==> config.mk <==
export PLATFORM = sky130hd
export DESIGN_NAME = cpu_clock_ctrl
export DESIGN_NICKNAME = d
export VERILOG_FILES = /design/src/rtl/cpu_clock_ctrl.sv
export SDC_FILE = /design/constraint.sdc
export NUM_CORES = 1
export LEC_CHECK = 0
export ABC_AREA = 1
export CAP_MARGIN = 25
export CORE_MARGIN = 5
export CORE_UTILIZATION = 25
export CTS_BUF_LIST = sky130_fd_sc_hd__clkbuf_16
export CTS_CLUSTER_SIZE = 25
export DETAILED_ROUTE_END_ITERATION = 16
export GPL_TIMING_DRIVEN = 1
export PLACE_DENSITY = 0.44
export REMOVE_ABC_BUFFERS = 1
export SETUP_SLACK_MARGIN = 0.5
export SYNTH_ARGS = -nofsm -noshare
export SYNTH_HDL_FRONTEND = slang
export SYNTH_SLANG_ARGS = --single-unit
==> constraint.sdc <==
create_clock -name sys_clk -period 4.1 [get_ports sys_clk]
set_input_delay 0.41 -clock sys_clk [delete_from_list [all_inputs] [get_ports sys_clk]]
set_output_delay 0.41 -clock sys_clk [all_outputs]
set_load 0.01 [all_outputs]
==> src/rtl/cpu_clock_ctrl.sv <==
// cpu_clock_ctrl: generates a registered 50%-duty cpu_clk from sys_clk with a
// run-time programmable half-period. Supports free-run and debounced
// single-step operation, honours the CPU halt request, never truncates a
// phase, and provides rise/fall strobes plus a rising-edge counter.
//
// state | meaning
// STOP  | cpu_clk parked low; waiting for run mode or an accepted step press
// HIGH  | cpu_clk high phase, lasts hp+1 sys_clk cycles
// LOW   | cpu_clk low phase, lasts hp+1 sys_clk cycles; always follows HIGH

module cpu_clock_ctrl #(
    parameter int unsigned DIV_WIDTH = 24,
    parameter int unsigned DB_CYCLES = 250000,
    parameter int unsigned CNT_WIDTH = 16
) (
    input  logic                 sys_clk,
    input  logic                 sys_rst_n,
    input  logic                 mode,
    input  logic                 step_btn,
    input  logic                 halt,
    input  logic [DIV_WIDTH-1:0] half_period,
    output logic                 cpu_clk,
    output logic                 clk_rise,
    output logic                 clk_fall,
    output logic                 running,
    output logic [CNT_WIDTH-1:0] cycle_count
);

    localparam int unsigned     DB_W    = (DB_CYCLES > 1) ? $clog2(DB_CYCLES) : 1;
    localparam logic [DB_W-1:0] DB_LAST = DB_W'(DB_CYCLES - 1);

    typedef enum logic [1:0] {
        ST_STOP = 2'd0,
        ST_HIGH = 2'd1,
        ST_LOW  = 2'd2
    } state_t;

    // button path
    logic            sync1_q, sync1_d;
    logic            sync2_q, sync2_d;
    logic            db_level_q, db_level_d;
    logic [DB_W-1:0] db_cnt_q, db_cnt_d;
    logic            db_press;

    // clock FSM
    state_t                 state_q, state_d;
    logic [DIV_WIDTH-1:0]   phase_cnt_q, phase_cnt_d;
    logic                   step_req_q, step_req_d;
    logic                   start;
    logic                   cpu_clk_q, cpu_clk_d;
    logic                   clk_rise_q, clk_rise_d;
    logic                   clk_fall_q, clk_fall_d;
    logic                   running_q, running_d;
    logic [CNT_WIDTH-1:0]   cycle_count_q, cycle_count_d;

    // Synchronise the raw button and accept a level change only after it has
    // persisted for DB_CYCLES consecutive cycles; a bounce restarts the count.
    always_comb begin
        sync1_d    = step_btn;
        sync2_d    = sync1_q;
        db_level_d = db_level_q;
        db_cnt_d   = '0;
        db_press   = 1'b0;
        if (sync2_q != db_level_q) begin
            if (db_cnt_q == DB_LAST) begin
                db_level_d = sync2_q;
                db_press   = sync2_q;
            end else begin
                db_cnt_d = db_cnt_q + DB_W'(1);
            end
        end
    end

    // Button synchroniser and debouncer registers.
    always_ff @(posedge sys_clk) begin
        if (!sys_rst_n) begin
            sync1_q    <= 1'b0;
            sync2_q    <= 1'b0;
            db_level_q <= 1'b0;
            db_cnt_q   <= '0;
        end else begin
            sync1_q    <= sync1_d;
            sync2_q    <= sync2_d;
            db_level_q <= db_level_d;
            db_cnt_q   <= db_cnt_d;
        end
    end

    // Next state, phase timer and registered outputs. The phase timer is a
    // down-counter loaded with half_period on every phase entry, so a new
    // half_period only matters at a phase boundary. Outputs are derived from
    // the next state so they line up with the state register.
    always_comb begin
        state_d     = state_q;
        phase_cnt_d = phase_cnt_q;
        step_req_d  = step_req_q;
        start       = !halt && (!mode || step_req_q);

        case (state_q)
            ST_STOP: begin
                phase_cnt_d = '0;
                // presses are only latched while parked in step mode
                if (db_press && mode) begin
                    step_req_d = 1'b1;
                end
                if (start) begin
                    state_d     = ST_HIGH;
                    phase_cnt_d = half_period;
                    step_req_d  = 1'b0;
                end
            end
            ST_HIGH: begin
                if (phase_cnt_q == '0) begin
                    state_d     = ST_LOW;
                    phase_cnt_d = half_period;
                end else begin
                    phase_cnt_d = phase_cnt_q - DIV_WIDTH'(1);
                end
            end
            ST_LOW: begin
                if (phase_cnt_q == '0) begin
                    if (!mode && !halt) begin
                        state_d     = ST_HIGH;
                        phase_cnt_d = half_period;
                    end else begin
                        state_d     = ST_STOP;
                        phase_cnt_d = '0;
                    end
                end else begin
                    phase_cnt_d = phase_cnt_q - DIV_WIDTH'(1);
                end
            end
            default: begin
                state_d     = ST_STOP;
                phase_cnt_d = '0;
            end
        endcase

        cpu_clk_d     = (state_d == ST_HIGH);
        clk_rise_d    = (state_d == ST_HIGH) && (state_q != ST_HIGH);
        clk_fall_d    = (state_d == ST_LOW) && (state_q != ST_LOW);
        running_d     = (state_d != ST_STOP);
        cycle_count_d = clk_rise_d ? cycle_count_q + CNT_WIDTH'(1) : cycle_count_q;
    end

    // Clock FSM state and output registers.
    always_ff @(posedge sys_clk) begin
        if (!sys_rst_n) begin
            state_q       <= ST_STOP;
            phase_cnt_q   <= '0;
            step_req_q    <= 1'b0;
            cpu_clk_q     <= 1'b0;
            clk_rise_q    <= 1'b0;
            clk_fall_q    <= 1'b0;
            running_q     <= 1'b0;
            cycle_count_q <= '0;
        end else begin
            state_q       <= state_d;
            phase_cnt_q   <= phase_cnt_d;
            step_req_q    <= step_req_d;
            cpu_clk_q     <= cpu_clk_d;
            clk_rise_q    <= clk_rise_d;
            clk_fall_q    <= clk_fall_d;
            running_q     <= running_d;
            cycle_count_q <= cycle_count_d;
        end
    end

    assign cpu_clk     = cpu_clk_q;
    assign clk_rise    = clk_rise_q;
    assign clk_fall    = clk_fall_q;
    assign running     = running_q;
    assign cycle_count = cycle_count_q;

endmodule

[Yosys cells after proc, flatten, opt, wreduce, memory -nomap -nowiden]
Cells that the tools add are included.
Cells by class
  add/sub/neg operators: 3
  equality and inequality tests: 8
  multiplexer cells: 14
  bitwise gates (word level): 2
  reduce and logical (&&, ||, !) cells: 15
Operators with widths (number)
  2-to-1 mux 24 bit: 4
  one-hot mux 24 bit (3 select lines): 1
  zero test 24 bit: 1
  subtractor 24 x 1 -> 24 bit, second input constant: 1
  adder 18 x 1 -> 18 bit, second input constant: 1
  == test 18 bit, second input constant: 1
  adder 16 x 1 -> 16 bit, second input constant: 1
  2-to-1 mux 2 bit: 3
  one-hot mux 2 bit (3 select lines): 1
  logical AND 1 bit: 5
  2-to-1 mux 1 bit: 5
  == test 2 x 1 -> 1 bit, second input constant: 2
  == test 2 bit, second input constant: 2
  AND reduction 2 bit: 2
  nonzero test 2 bit: 2
  OR reduction 3 bit: 1
  zero test 1 bit: 2
  zero test 2 bit: 1
  != test 2 x 1 -> 1 bit, second input constant: 1
  != test 2 bit, second input constant: 1
  inverter 1 bit: 2
  logical OR 1 bit: 1
  != test 1 bit: 1
Word-level totals
  register bits after elaboration: 68
  bits of input ports: 29
  output and inout port bits: 20
  logic and storage cells: 54

[Depth between registers and ports, before layout]
Gate-level depths: netlist of the first run.
  depth after elaboration: 7
  mapped depth: 12
  mapped depth without buffers: 11

[Least setup slack after synthesis of the first run]
OpenSTA, ideal clock, no wires.
  kind: register to register
  from: reg phase_cnt_q[0]
  to: reg phase_cnt_q[17]
  setup time: 137 ps
  data arrival time: 1515 ps
  required time: 3963 ps
  path slack: 2448 ps
  stages on the path, launching flop included: 11
  buffers on the path: 1
  period minus slack after synthesis: 1652 ps
  cell sequence: dfxtp_1 > inv_1 > ha_1 > nand2_4 > nor2_8 > nand3_4 > buf_2 > nand2_1 > nand3_1 > nand3_1 > a21oi_1
On the way
  longest elaborated chain between the ends: 3
  elaborated cells between the ends (all ways): 5
  those cells by class: add/sub (1); mux (3); reduce/logical (1)
RTL lines
  from (decl): line 47  | logic [DIV_WIDTH-1:0] phase_cnt_q, phase_cnt_d;
  from (signal assigned): line 159  | phase_cnt_q <= phase_cnt_d;
  subtractor 24 x 1 -> 24 bit / zero test 24 bit (equally long branches)
  2-to-1 mux 24 bit, on equally long branches: line 121, 113
  one-hot mux 24 bit (3 select lines) (*): line 99  | case (state_q)
Mark *: on every way between the ends. The rest lies on a longest branch, timed or not.
A chain may end at the register's enable or synchronous reset.

[Final worst setup path of the first run]
  from: reg phase_cnt_q[0]
  to: reg cycle_count_q[11] (netlist: cycle_count[11])
On the way
  longest elaborated chain between the ends: 5
  elaborated cells between the ends (all ways): 6
  those cells by class: eq/ne (1); mux (3); reduce/logical (2)
RTL lines
  zero test 24 bit (*): line 113, 121
  2-to-1 mux 2 bit, on equally long branches: line 121, 113
  one-hot mux 2 bit (3 select lines) (*): line 99
  == test 2 x 1 -> 1 bit (*): line 140  | clk_rise_d = (state_d == ST_HIGH) && (state_q != ST_HIGH);
  logical AND 1 bit (*): line 140
  to (signal assigned): line 165  | cycle_count_q <= cycle_count_d;
  to (decl): line 54  | logic [CNT_WIDTH-1:0] cycle_count_q, cycle_count_d;
Marked as above.

==> results of run 1 <==
[how the worst min path moves through the flow]
stage                       startpoint            endpoint  cells after the start
global placement    sync1_q$_SDFF_PN0_  sync2_q$_SDFF_PN0_                      2
CTS                 sync1_q$_SDFF_PN0_  sync2_q$_SDFF_PN0_                      2
global route        sync1_q$_SDFF_PN0_  sync2_q$_SDFF_PN0_                      2
detailed placement  sync1_q$_SDFF_PN0_  sync2_q$_SDFF_PN0_                      2
finish              sync1_q$_SDFF_PN0_  sync2_q$_SDFF_PN0_                      2
floorplan           sync1_q$_SDFF_PN0_  sync2_q$_SDFF_PN0_                      2
[state kept, by name, indices dropped and copies added, names as in the netlist, 2 cells and up]
register     flops
phase_cnt_q     24
db_cnt_q        18
cycle_count     16
state_q          2
[cells in the mapped netlist, types with 2 or more instances]
library cell	count
buf_4	4
dfxtp_1	68
o21ai_0	13
xnor2_1	8
clkbuf_1	3
nor2_4	3
inv_1	64
nand3_1	60
nand2_4	3
or2_2	3
ha_1	3
a21oi_1	36
nand4_1	16
nand2_2	13
xor2_1	11
buf_6	3
a21oi_2	12
nand2_1	121
nor2_2	6
nor3_1	16
nand3b_1	5
buf_2	2
nor3b_1	4
nor2_1	75
or2_1	4
[routing by layer]
| layer | vias to the layer above | wire (um) | global-route usage |
|---|---|---|---|
| met3 | 17 | 336 | 0.0251 |
| met5 | - | 0 | 0 |
| met4 | 0 | 205 | 0.0515 |
| met1 | 1633 | 5100 | 0.154 |
| li1 | 1922 | - | - |
| met2 | 62 | 4380 | 0.180 |
[tightest hold or removal path, stage by stage, from the launching register on]
cell and delay, ps:
dfxtp_1 300, nand2_1 40, inv_1 40
[logic make-up after synthesis]
family                   after synthesis
buffers and inverters                 79
AO/OA/AOI/OAI                         64
XOR/XNOR                              19
adder cells (fa/ha/maj)                3
flip-flops                            68
AND/OR/NAND/NOR                      333
[where the power goes]
part	switching [mW]	internal, mW
Sequential	0.0367	0.701
Clock	0.289	0.463
Combinational	0.416	0.244
Total	0.742	1.41
[layout make-up]
cell class | count | area, um^2 | area share
multi-input cells | 419 | 2140 | 0.450
well taps | 188 | 235 | 0.0494
inverters | 65 | 244 | 0.0512
clock buffers | 9 | 225 | 0.0473
repair buffers | 50 | 495 | 0.104
clock inverters | 7 | 60.1 | 0.0126
flip-flops and latches | 68 | 1360 | 0.286
[metrics by stage]
| step | total power [mW] | instance area (um^2) |
|---|---|---|
| final | 2.15 | 4760 |
| after CTS | 2.19 | 4760 |
| after global routing | 2.29 | 4760 |
| after floorplan | 1.24 | 3750 |
| after detailed placement | 1.42 | 4480 |
| after global placement | 1.41 | 4480 |
==> results.tsv, run 1 <==
metric	value	unit
status	complete, no violations	
clk slew on worst S/H paths	60	ps
CTS sink cnt	68	
Post-Synthesis Cells	566	
Layout Nets	645	
ys async rst share	0	
Worst-Skew Late Latency	330	ps
share of cells above drive strength 1	0.0971	
slew margin rel.	0.397	
yosys warns	0	
Crit path arrival time	2660	ps
Die Wd	134	um
largest family of logic cells by synthesized area	simple AND/OR/NAND/NOR gates	
leak pwr	1.87	nW
diodes inserted	0	
Avg WL per Cell	12.4	um
mux contribution to synthesized area	0	
total negative slack	0	ps
post-synth cell types	35	
Syn Std Cell Area	0.00385	mm^2
hold slack	416	ps
die height	134	um
Worst R2R Path Depth	10	
most frequent cells in the layout	121 x nand2_1, 75 x nor2_1, 68 x dfxtp_1	
fillcell total	1611	
Reg2Reg Capture Point	cycle_count[11]$_SDFFE_PN0P_	
Via density	4.51	
initial antenna violation count	0	
H-Tree Depth	3	
IO buf count	48	
Area Overhead vs Synth	23.7	%
Num CTS Buffers	9	
WS Path Type	reg2reg	
detailed placement HPWL	7410	um
largest net degree at the start of global routing	30	
post-synthesis xor/xnor area fraction	0.0432	
min Tclk post-route	2390	ps
Worst Setup End Kind	flop	
startpoint types	flop	
final period utilization	0.582	
delay-heaviest family, CP	simple AND/OR/NAND/NOR gates	
internal reg-to-reg setup slack	1710	ps
crit path to	cycle_count[11]$_SDFFE_PN0P_	
worst hold path class	reg2reg	
adder-cell share of the synthesized area	0.00974	
Clock Skew	8.07	ps
post-synthesis compound-gate area fraction	0.0965	
First DRT Iteration DRCs	182	
max incr delay on CP	730	ps
Top cell by count, worst path	nand2_1	
Final Hold Fails	0	
Worst IR Drop VDD	0.144	mV
Util after Layout	0.315	
Total Wirelength	10000	um
max-cap violations	0	
drc violations	0	
# setup viols final	0	
Setup WS pre-CTS	1570	ps
Max FO, Critical Path	22	
CP bufs+invs	1	
vias in the first global route	3519	
die area	0.0180	mm^2
clock tree buffer depth	2	
commonest non-fill, non-tap cell in the layout	nand2_1	
fin. max-slew vios	0	
Main synth FF type	dfxtp_1	
Non-Filler Instances	806	
CTS resizes	0	
Initial Util	0.254	
worst setup margin	1710	ps
row count	45	
RSZ-0062 raised after global routing	false	
worst endpoint required time	4370	ps
clock root buffer master	clkbuf_16	
average size of a mapped cell	6.81	um^2
area share of the largest cell type after synthesis	0.353	
Crit. Startpoint	phase_cnt_q[0]$_SDFF_PN0_	
Post-Synth Simple-Gate Area	0.407	
Detail Route Antenna Nets	0	
postcts setup bufs	0	
synth top area cells	dfxtp_1 35%, nand2_1 12%, nand3_1 7.8%	
CP max stage cell	o21ai_2	
CP Cell Sequence	inv_1, ha_1, nand2_4, nor2_8, nand3_4, o21ai_2, nand2_1, nand2_1, nand2_1, nor2_1	
Seq/Total Area, Yosys	0.353	
cell taking the most area after synthesis	dfxtp_1	
pwr dens	451	mW/mm^2
worst flop-to-flop path startpoint	phase_cnt_q[0]$_SDFF_PN0_	
critical path depth	10	
core area	0.0151	mm^2
first-pass GRT wire length	16800	um
1st-pass router iterations	4	
Overall Global Routing Usage	0.116	
hold_buf cts	0	
dpl cells	790	
TritonCTS clock tree	built	
# IOs	49	
number of flops mapped to enable cells by yosys	0	
fmax	419	MHz
Least-Margin Pin Slew	901	ps
total congestion overflow	0	
post-synthesis sequential element count	68	
GP Congestion	0.787	
Vias	3634	
Note: power is estimated with default switching activity, not from simulation.
==> inputs of run 2 (changes only) <==
clock period = 2.3 ns   (was 4.1 ns; I/O delays follow)
==> run 2 against run 1 <==
Against the previous run: sequential share of layout area down 1.1 points; clock skew down 1.7 ps; clock power rose by 78%; via count rose by 1.5%; hold slack improved by 6.9 ps; critical path type unchanged; largest power group is now combinational cells.
==> results.tsv, run 2 (synthesized netlist as in run 1, its figures left out) <==
metric	value	unit	change
status	complete, no violations		
pwr dens	808	mW/mm^2	+79%
Least-Margin Pin Slew	458	ps	-443 ps
drc violations	0		unchanged
Final Hold Fails	0		unchanged
H-Tree Depth	3		unchanged
Worst IR Drop VDD	0.338	mV	+140%
total negative slack	0	ps	unchanged
total power draw	4.00	mW	+86%
worst endpoint required time	2520	ps	-1850 ps
fmax	591	MHz	+41%
worst flop-to-flop path startpoint	phase_cnt_q[10]$_SDFF_PN0_		
min Tclk post-route	1690	ps	-695 ps
Total Wirelength	10300	um	+3.0%
hold wc startpoint	sync1_q$_SDFF_PN0_		
Crit path arrival time	1920	ps	-740 ps
share of cells above drive strength 1	0.130		+0.0329
# IOs	49		unchanged
CTS sink cnt	68		unchanged
most frequent cells in the layout	120 x nand2_1, 71 x nor2_1, 68 x dfxtp_1		
RSZ-0062 raised after global routing	true		
First DRT Iteration DRCs	182		unchanged
max incr delay on CP	340	ps	-390 ps
worst hold path class	reg2reg		
vias in the first global route	3541		+0.63%
Layout Nets	658		+2.0%
dpl cells	796		+0.76%
Initial Util	0.254		unchanged
Largest register FFs	24		unchanged
IO buf count	48		unchanged
row count	45		unchanged
clock root buffer master	clkbuf_16		
Non-Filler Instances	819		+1.6%
Top cell by count, worst path	nor2_4		
clk slew on worst S/H paths	60	ps	about the same
diodes inserted	0		unchanged
area occupied by multi-input gates	0.00222	mm^2	+3.4%
total congestion overflow	0		unchanged
Max FO, Critical Path	10		-55%
Vias	3688		+1.5%
Die Wd	134	um	unchanged
initial antenna violation count	0		unchanged
Via density	4.50		-0.12%
worst setup margin	608	ps	-1100 ps
# setup viols final	0		unchanged
Overall Global Routing Usage	0.119		+0.00347
commonest non-fill, non-tap cell in the layout	nand2_1		
Num CTS Buffers	9		unchanged
slew margin rel.	0.694		+0.297
detailed placement HPWL	7590	um	+2.4%
fin. max-slew vios	0		unchanged
core area	0.0151	mm^2	unchanged
leak pwr	1.95	nW	+4.4%
fillcell total	1587		-1.5%
Area Overhead vs Synth	28.5	%	
sequential cell area	0.00136	mm^2	unchanged
startpoint types	flop		
GP Congestion	0.778		-1.2%
final period utilization	0.736		+0.153
CP Cell Sequence	nor2_1, nand2_2, nor2_4, nand3_4, nor2_2, nor2_4, buf_4, o21ai_0, a21oi_1		
largest net degree at the start of global routing	30		unchanged
Detail Route Antenna Nets	0		unchanged
hold_buf cts	0		unchanged
1st-pass router iterations	5		+1
Util after Layout	0.327		+0.0123
Clock Skew	6.39	ps	-1.68 ps
CP max stage cell	dfxtp_1		
Avg WL per Cell	12.6	um	+1.4%
max-cap violations	0		unchanged
WS Path Type	reg2reg		
Crit. Startpoint	phase_cnt_q[10]$_SDFF_PN0_		
internal reg-to-reg setup slack	610	ps	-1100 ps
first-pass GRT wire length	17300	um	+2.5%
Setup WS pre-CTS	337	ps	-1230 ps
die height	134	um	unchanged
clock tree buffer depth	2		unchanged
Worst-Skew Late Latency	330	ps	about the same
TritonCTS clock tree	built		
die area	0.0180	mm^2	unchanged
Top reg by flops	phase_cnt_q		
Worst Setup End Kind	flop		
==> run 2: layout make-up <==
cell class                 instances  share of cell area
multi-input combinational        419               0.448
clock buffer                       9              0.0455
clock inverter                     7              0.0121
tap                              188              0.0475
timing repair buffer              63               0.123
inverter                          65              0.0493
sequential                        68               0.275
==> run 2: worst paths after layout <==
path	to	cells after the start
max	cycle_count[0]$_SDFFE_PN0P_	9
min	sync2_q$_SDFF_PN0_	2
max reg2reg	cycle_count[0]$_SDFFE_PN0P_	9
min reg2reg	sync2_q$_SDFF_PN0_	2
==> run 2: where the power goes <==
group | internal, mW | total (mW) | switching, mW
clock | 0.823 | 1.34 | 0.518
sequential | 1.25 | 1.32 | 0.0689
combinational | 0.551 | 1.34 | 0.787
==> run 2: what timing repair did <==
item,CTS,global route
pin swaps,1,3
endpoints found under the setup margin,37,46
gates resized for setup,7,13
gates cloned,1,0
setup buffers,3,3
==> run 2: layer usage <==
layer | vias up | routed length, um | track usage | share of wire
li1 | 1947 | - | - | -
met1 | 1674 | 5210 | 0.160 | 0.50
met5 | - | 0 | 0 | 0
met2 | 54 | 4600 | 0.185 | 0.45
met3 | 13 | 330 | 0.0259 | 0.032
met4 | 0 | 191 | 0.0498 | 0.018
==> run 2: through the flow <==
step | cell area [um^2] | hold slack, ps
detailed placement | 4520 | 409
finish | 4950 | 423
floorplan | 3750 | 323
CTS | 4880 | 425
global route | 4950 | 455
global placement | 4520 | 408
==> run 2: critical path: cells and delay by family (launching register included) <==
kind	cells	cell delay, ps
flops	1	340
buf+inv	1	180
compound gates	2	210
simple gates	6	850
==> inputs of run 3 (changes only) <==
clock period = 1.7 ns   (was 2.3 ns; I/O delays follow)
==> run 3 against run 2 <==
Against the previous run: largest power group unchanged; total power grew 52%; worst setup slack lost 570 ps; register-to-register slack lost 570 ps; critical path type unchanged; critical endpoint is now phase_cnt_q[5]$_SDFF_PN0_.
==> results.tsv, run 3 (synthesized netlist as in run 1, its figures left out) <==
metric	value	unit	change
logic gate share of total power	0.406		+0.071
worst hold path class	in2reg		
Util after Layout	0.408		+0.0814
TritonCTS clock tree	built		
Initial Util	0.254		unchanged
drc violations	0		unchanged
die height	134	um	unchanged
clock tree buffer depth	2		unchanged
Detail Route Antenna Nets	0		unchanged
IO buf count	48		unchanged
Least-Margin Pin Slew	482	ps	+24.4 ps
Max FO, Critical Path	8		-2
min Tclk post-route	1670	ps	-26.1 ps
pwr dens	983	mW/mm^2	+22%
fillcell total	1518		-4.3%
Pint	3.99	mW	+52%
Clk pwr share	0.301		-0.035
hold slack	389	ps	-33.3 ps
total power draw	6.08	mW	+52%
Layout Nets	740		+12%
initial antenna violation count	0		unchanged
Largest register FFs	24		unchanged
commonest non-fill, non-tap cell in the layout	nand2_1		
Final Hold Fails	0		unchanged
RSZ-0062 raised after global routing	true		
clk slew on worst S/H paths	60	ps	about the same
Vias	4094		+11%
H-Tree Depth	3		unchanged
detailed placement HPWL	7940	um	+4.6%
Design Area, Final	0.00618	mm^2	+25%
WS Path Type	reg2reg		
Avg WL per Cell	13.3	um	+5.5%
Die Wd	134	um	unchanged
first-pass GRT wire length	19000	um	+9.9%
First DRT Iteration DRCs	217		+19%
vias in the first global route	3962		+12%
CTS sink cnt	68		unchanged
fin. max-slew vios	0		unchanged
Worst IR Drop VDD	0.567	mV	+68%
1st-pass router iterations	4		-1
P_sw	2.09	mW	+52%
final period utilization	0.980		+0.244
diodes inserted	0		unchanged
clock root buffer master	clkbuf_16		
Sequential Power Share	0.293		-0.037
Net Sw Frac	0.344		about the same
startpoint types	flop		
Non-Filler Instances	901		+10%
Via density	4.54		+0.91%
worst endpoint required time	1960	ps	-560 ps
die area	0.0180	mm^2	unchanged
Clock Skew	7.48	ps	+1.09 ps
Worst Setup End Kind	flop		
slew margin rel.	0.679		-0.0151
status	complete, no violations		
Total Wirelength	12000	um	+16%
most frequent cells in the layout	103 x nand2_1, 74 x buf_4, 57 x inv_1		
share of cells above drive strength 1	0.398		+0.268
Area Overhead vs Synth	60.5	%	
GP Congestion	0.799		+2.7%
DP Area	0.00482	mm^2	+6.6%
fmax	600	MHz	+1.6%
leak pwr	2.66	nW	+36%
Overall Global Routing Usage	0.132		+0.0127
total congestion overflow	0		unchanged
row count	45		unchanged
# IOs	49		unchanged
Num CTS Buffers	9		unchanged
largest net degree at the start of global routing	30		unchanged
# setup viols final	0		unchanged
Top reg by flops	phase_cnt_q		
Worst-Skew Late Latency	340	ps	about the same
hold_buf cts	0		unchanged
max-cap violations	0		unchanged
Crit path arrival time	1930	ps	about the same
core area	0.0151	mm^2	unchanged
dpl cells	829		+4.1%
-- run 3: metal layers --
layer  up-vias  global-route usage  share of wire
li1       2110                   -              -
met1      1915               0.169           0.49
met2        54               0.211           0.47
met3        15              0.0244          0.023
met4         0              0.0679          0.024
met5         -                   0              0
-- run 3: critical path: stages (launching register included) --
cell and delay, ps:
dfxtp_2 310, inv_2 70, ha_4 150, nand2_4 60, nor2_8 140, nand3_4 130, buf_6 140, nor2_4 90
nor2_4 60, buf_6 120, nand2_8 120, nand2_2 70, a21oi_2 110
-- run 3: repair_timing --
item,in CTS,in global routing
pin swaps,23,45
gates resized for setup,128,96
endpoints found under the setup margin,86,78
cloned,1,2
setup buffers,33,20
-- run 3: worst paths after layout --
| kind | startpoint | to | slack, ps | cells past startpoint |
|---|---|---|---|---|
| max | phase_cnt_q[0]$_SDFF_PN0_ | phase_cnt_q[5]$_SDFF_PN0_ | 30 | 12 |
| min | step_btn | sync1_q$_SDFF_PN0_ | 390 | 3 |
| max reg2reg | phase_cnt_q[0]$_SDFF_PN0_ | phase_cnt_q[5]$_SDFF_PN0_ | 30 | 12 |
| min reg2reg | sync1_q$_SDFF_PN0_ | sync2_q$_SDFF_PN0_ | 420 | 2 |
-- run 3: power groups by stage --
stage | clock, mW | sequential (mW) | combinational, mW
2_1_floorplan | 0 | 1.80 | 1.20
3_3_place_gp | 0 | 1.80 | 1.90
3_5_place_dp | 0 | 1.80 | 1.92
4_1_cts | 1.91 | 1.78 | 2.17
5_1_grt | 1.97 | 1.80 | 2.70
6_report | 1.83 | 1.78 | 2.47
-- run 3: stage by stage --
step / worst slack, ps / setup TNS [ps]
2_1_floorplan: -215 / -3450
3_5_place_dp: -17.0 / -54.4
4_1_cts: 113 / 0
5_1_grt: -45.0 / -584
6_report: 34.0 / 0
3_3_place_gp: 45.4 / 0
-- run 3: layout make-up --
cell class,count,area (um^2),area share
repair buffers,144,1340,0.216
multi-input cells,420,2670,0.431
clock inverters,7,60.1,0.00971
clock buffers,9,225,0.0364
inverters,65,246,0.0399
flip-flops and latches,68,1410,0.228
well taps,188,235,0.0380
==> variant (config.mk and constraints of run 2) <==
Make the reset (`sys_rst_n`) asynchronous in 2 clocked blocks.
--- a/src/rtl/cpu_clock_ctrl.sv
+++ b/src/rtl/cpu_clock_ctrl.sv
@@ -72,7 +72,7 @@
     end
 
     // Button synchroniser and debouncer registers.
-    always_ff @(posedge sys_clk) begin
+    always_ff @(posedge sys_clk or negedge sys_rst_n) begin
         if (!sys_rst_n) begin
             sync1_q    <= 1'b0;
             sync2_q    <= 1'b0;
@@ -144,7 +144,7 @@
     end
 
     // Clock FSM state and output registers.
-    always_ff @(posedge sys_clk) begin
+    always_ff @(posedge sys_clk or negedge sys_rst_n) begin
         if (!sys_rst_n) begin
             state_q       <= ST_STOP;
             phase_cnt_q   <= '0;
Check against the original RTL: differs if sys_rst_n is asserted again (counterexample within 4 cycles, from zero or initial values and one cycle with sys_rst_n low); with sys_rst_n held inactive, the same outputs for 10 cycles.
==> variant against run 2 <==
  * Setup slack got worse by 16 ps
  * Final area increased by 2.9%
  * Critical path depth up 1
  * Hold slack worse by 77 ps
  * Sequential share of layout area is 6.0 points higher
  * Synthesized area is 0.16% higher
  * Routed wire length shrank 1.4%
  * Synthesized cell count shrank 7.4%
  * Largest cell class unchanged
  * Critical endpoint is now phase_cnt_q[4]
  * Sequential cell count unchanged
Power is not compared: it rests on default switching activity, and its combinational part moved more than twofold at a synthesized area within 25%.
==> variant: results (changes against run 2) <==
Drt
  • Total Wirelength: 10200 um (-1.4%)
  • Via count: 3419 (-7.3%)
  • Met3 Routed Length: 298 um (-9.7%)
  • Metal1 wirelength: 5160 um (-0.96%)
  • Met2 WL: 4560 um (-0.93%)
  • 1st-pass router iterations: 6 (+1)
  • Initial DRC count: 218 (+20%)

Global route
  • Vias in the first global route: 3301 (-6.8%)
  • Tot GR Track Use: 0.113 (-0.00604)
  • Largest net degree at the start of global routing: 69 (+130%)

Cells and area
  • Share of cells above drive strength 1: 0.127 (-0.00307)
  • Final #Nets: 627 (-4.7%)

Run status
  • Status: finished, final reports clean

Synthesis
  • Seq/Total Area, Yosys: 0.441 (+0.0876)
  • Yosys cell types: 32 (-8.6%)
  • Top cells by count, synth: 170 x nand2_1, 85 x nor2_1, 68 x dfrtp_1
  • Asr flop ratio synth: 1.00 (+1.00)
  • Largest cells by area after synthesis: dfrtp_1 44%, nand2_1 17%, nor2_1 8.3%, nand3_1 5.6%, inv_1 4.8%

Setup path
  • Reg2reg setup slack: 590 ps (-20 ps)
  • Crit-path max FO: 6 (-4)
  • WP data arrival: 1980 ps (+60 ps)

Place
  • RePlAce Congestion: 0.829 (+6.6%)
  • Post-DP Area: 4550 um2 (+0.66%)
  • Final HPWL DP: 7100 um (-6.6%)

Timing
  • Clk_skew: 7.78 ps (+1.39 ps)

Clock network
  • Post_cts resized: 5 (-2)
  • Cts hold-fix bufs: 1 (+1)
  • Setup bufs post-CTS: 0 (-3)

Hold path
  • Hold Path Class: in -> reg
variant: logic make-up after synthesis:
kind of cell    after synthesis  synth area share
fa+ha+maj                     3           0.00973
simple gates                343             0.381
compound gates               21            0.0315
buf+inv                      60            0.0687
xor+xnor                     29            0.0678
flops                        68             0.441
variant: cell type report:
| type | instances | area (um2) | area share |
|---|---|---|---|
| clock buffer | 9 | 225 | 0.0442 |
| clock inverter | 6 | 32.5 | 0.00639 |
| inverter | 52 | 198 | 0.0388 |
| multi-input combinational | 397 | 2020 | 0.396 |
| sequential | 68 | 1700 | 0.334 |
| tap | 188 | 235 | 0.0462 |
| timing repair buffer | 67 | 684 | 0.134 |
variant: critical path: stages (launching register included):
cell and delay (ps):
dfrtp_1 420, nor2_2 180, nand2_2 90, nor2_4 150
nand2_4 70, nor2_4 140, nand2_4 130, nand3_4 160
clkbuf_16 180, nand2_1 70, nand2_1 60
variant: path summary, 6_finish.rpt:
path | endpoint | from | cells after the start
setup / recovery | phase_cnt_q[4] | phase_cnt_q[11] | 10
hold / removal | sync1_q | step_btn | 1
setup reg to reg | phase_cnt_q[4] | phase_cnt_q[11] | 10
hold reg to reg | sync2_q | sync1_q | 0
max in group asynchronous | phase_cnt_q[16] | sys_rst_n | 3
min in group asynchronous | phase_cnt_q[17] | sys_rst_n | 3
variant: stage by stage:
stage          worst slack, ps  instances  utilization  power, W  hold slack (ps)
6_report                   592        787        0.336   0.00253              346
5_1_grt                    487        787        0.336   0.00263              346
4_1_cts                    504        772        0.320   0.00257              335
3_5_place_dp               404        756        0.301   0.00133              292
3_3_place_gp               407        756        0.301   0.00133              291
2_1_floorplan              625        516            -   0.00124            -65.6
variant: routing by layer:
metal  up-vias  GRT usage
met5         -          0
met4         0     0.0475
met3        11     0.0203
met2        45      0.173
met1      1574      0.157
li1       1789          -
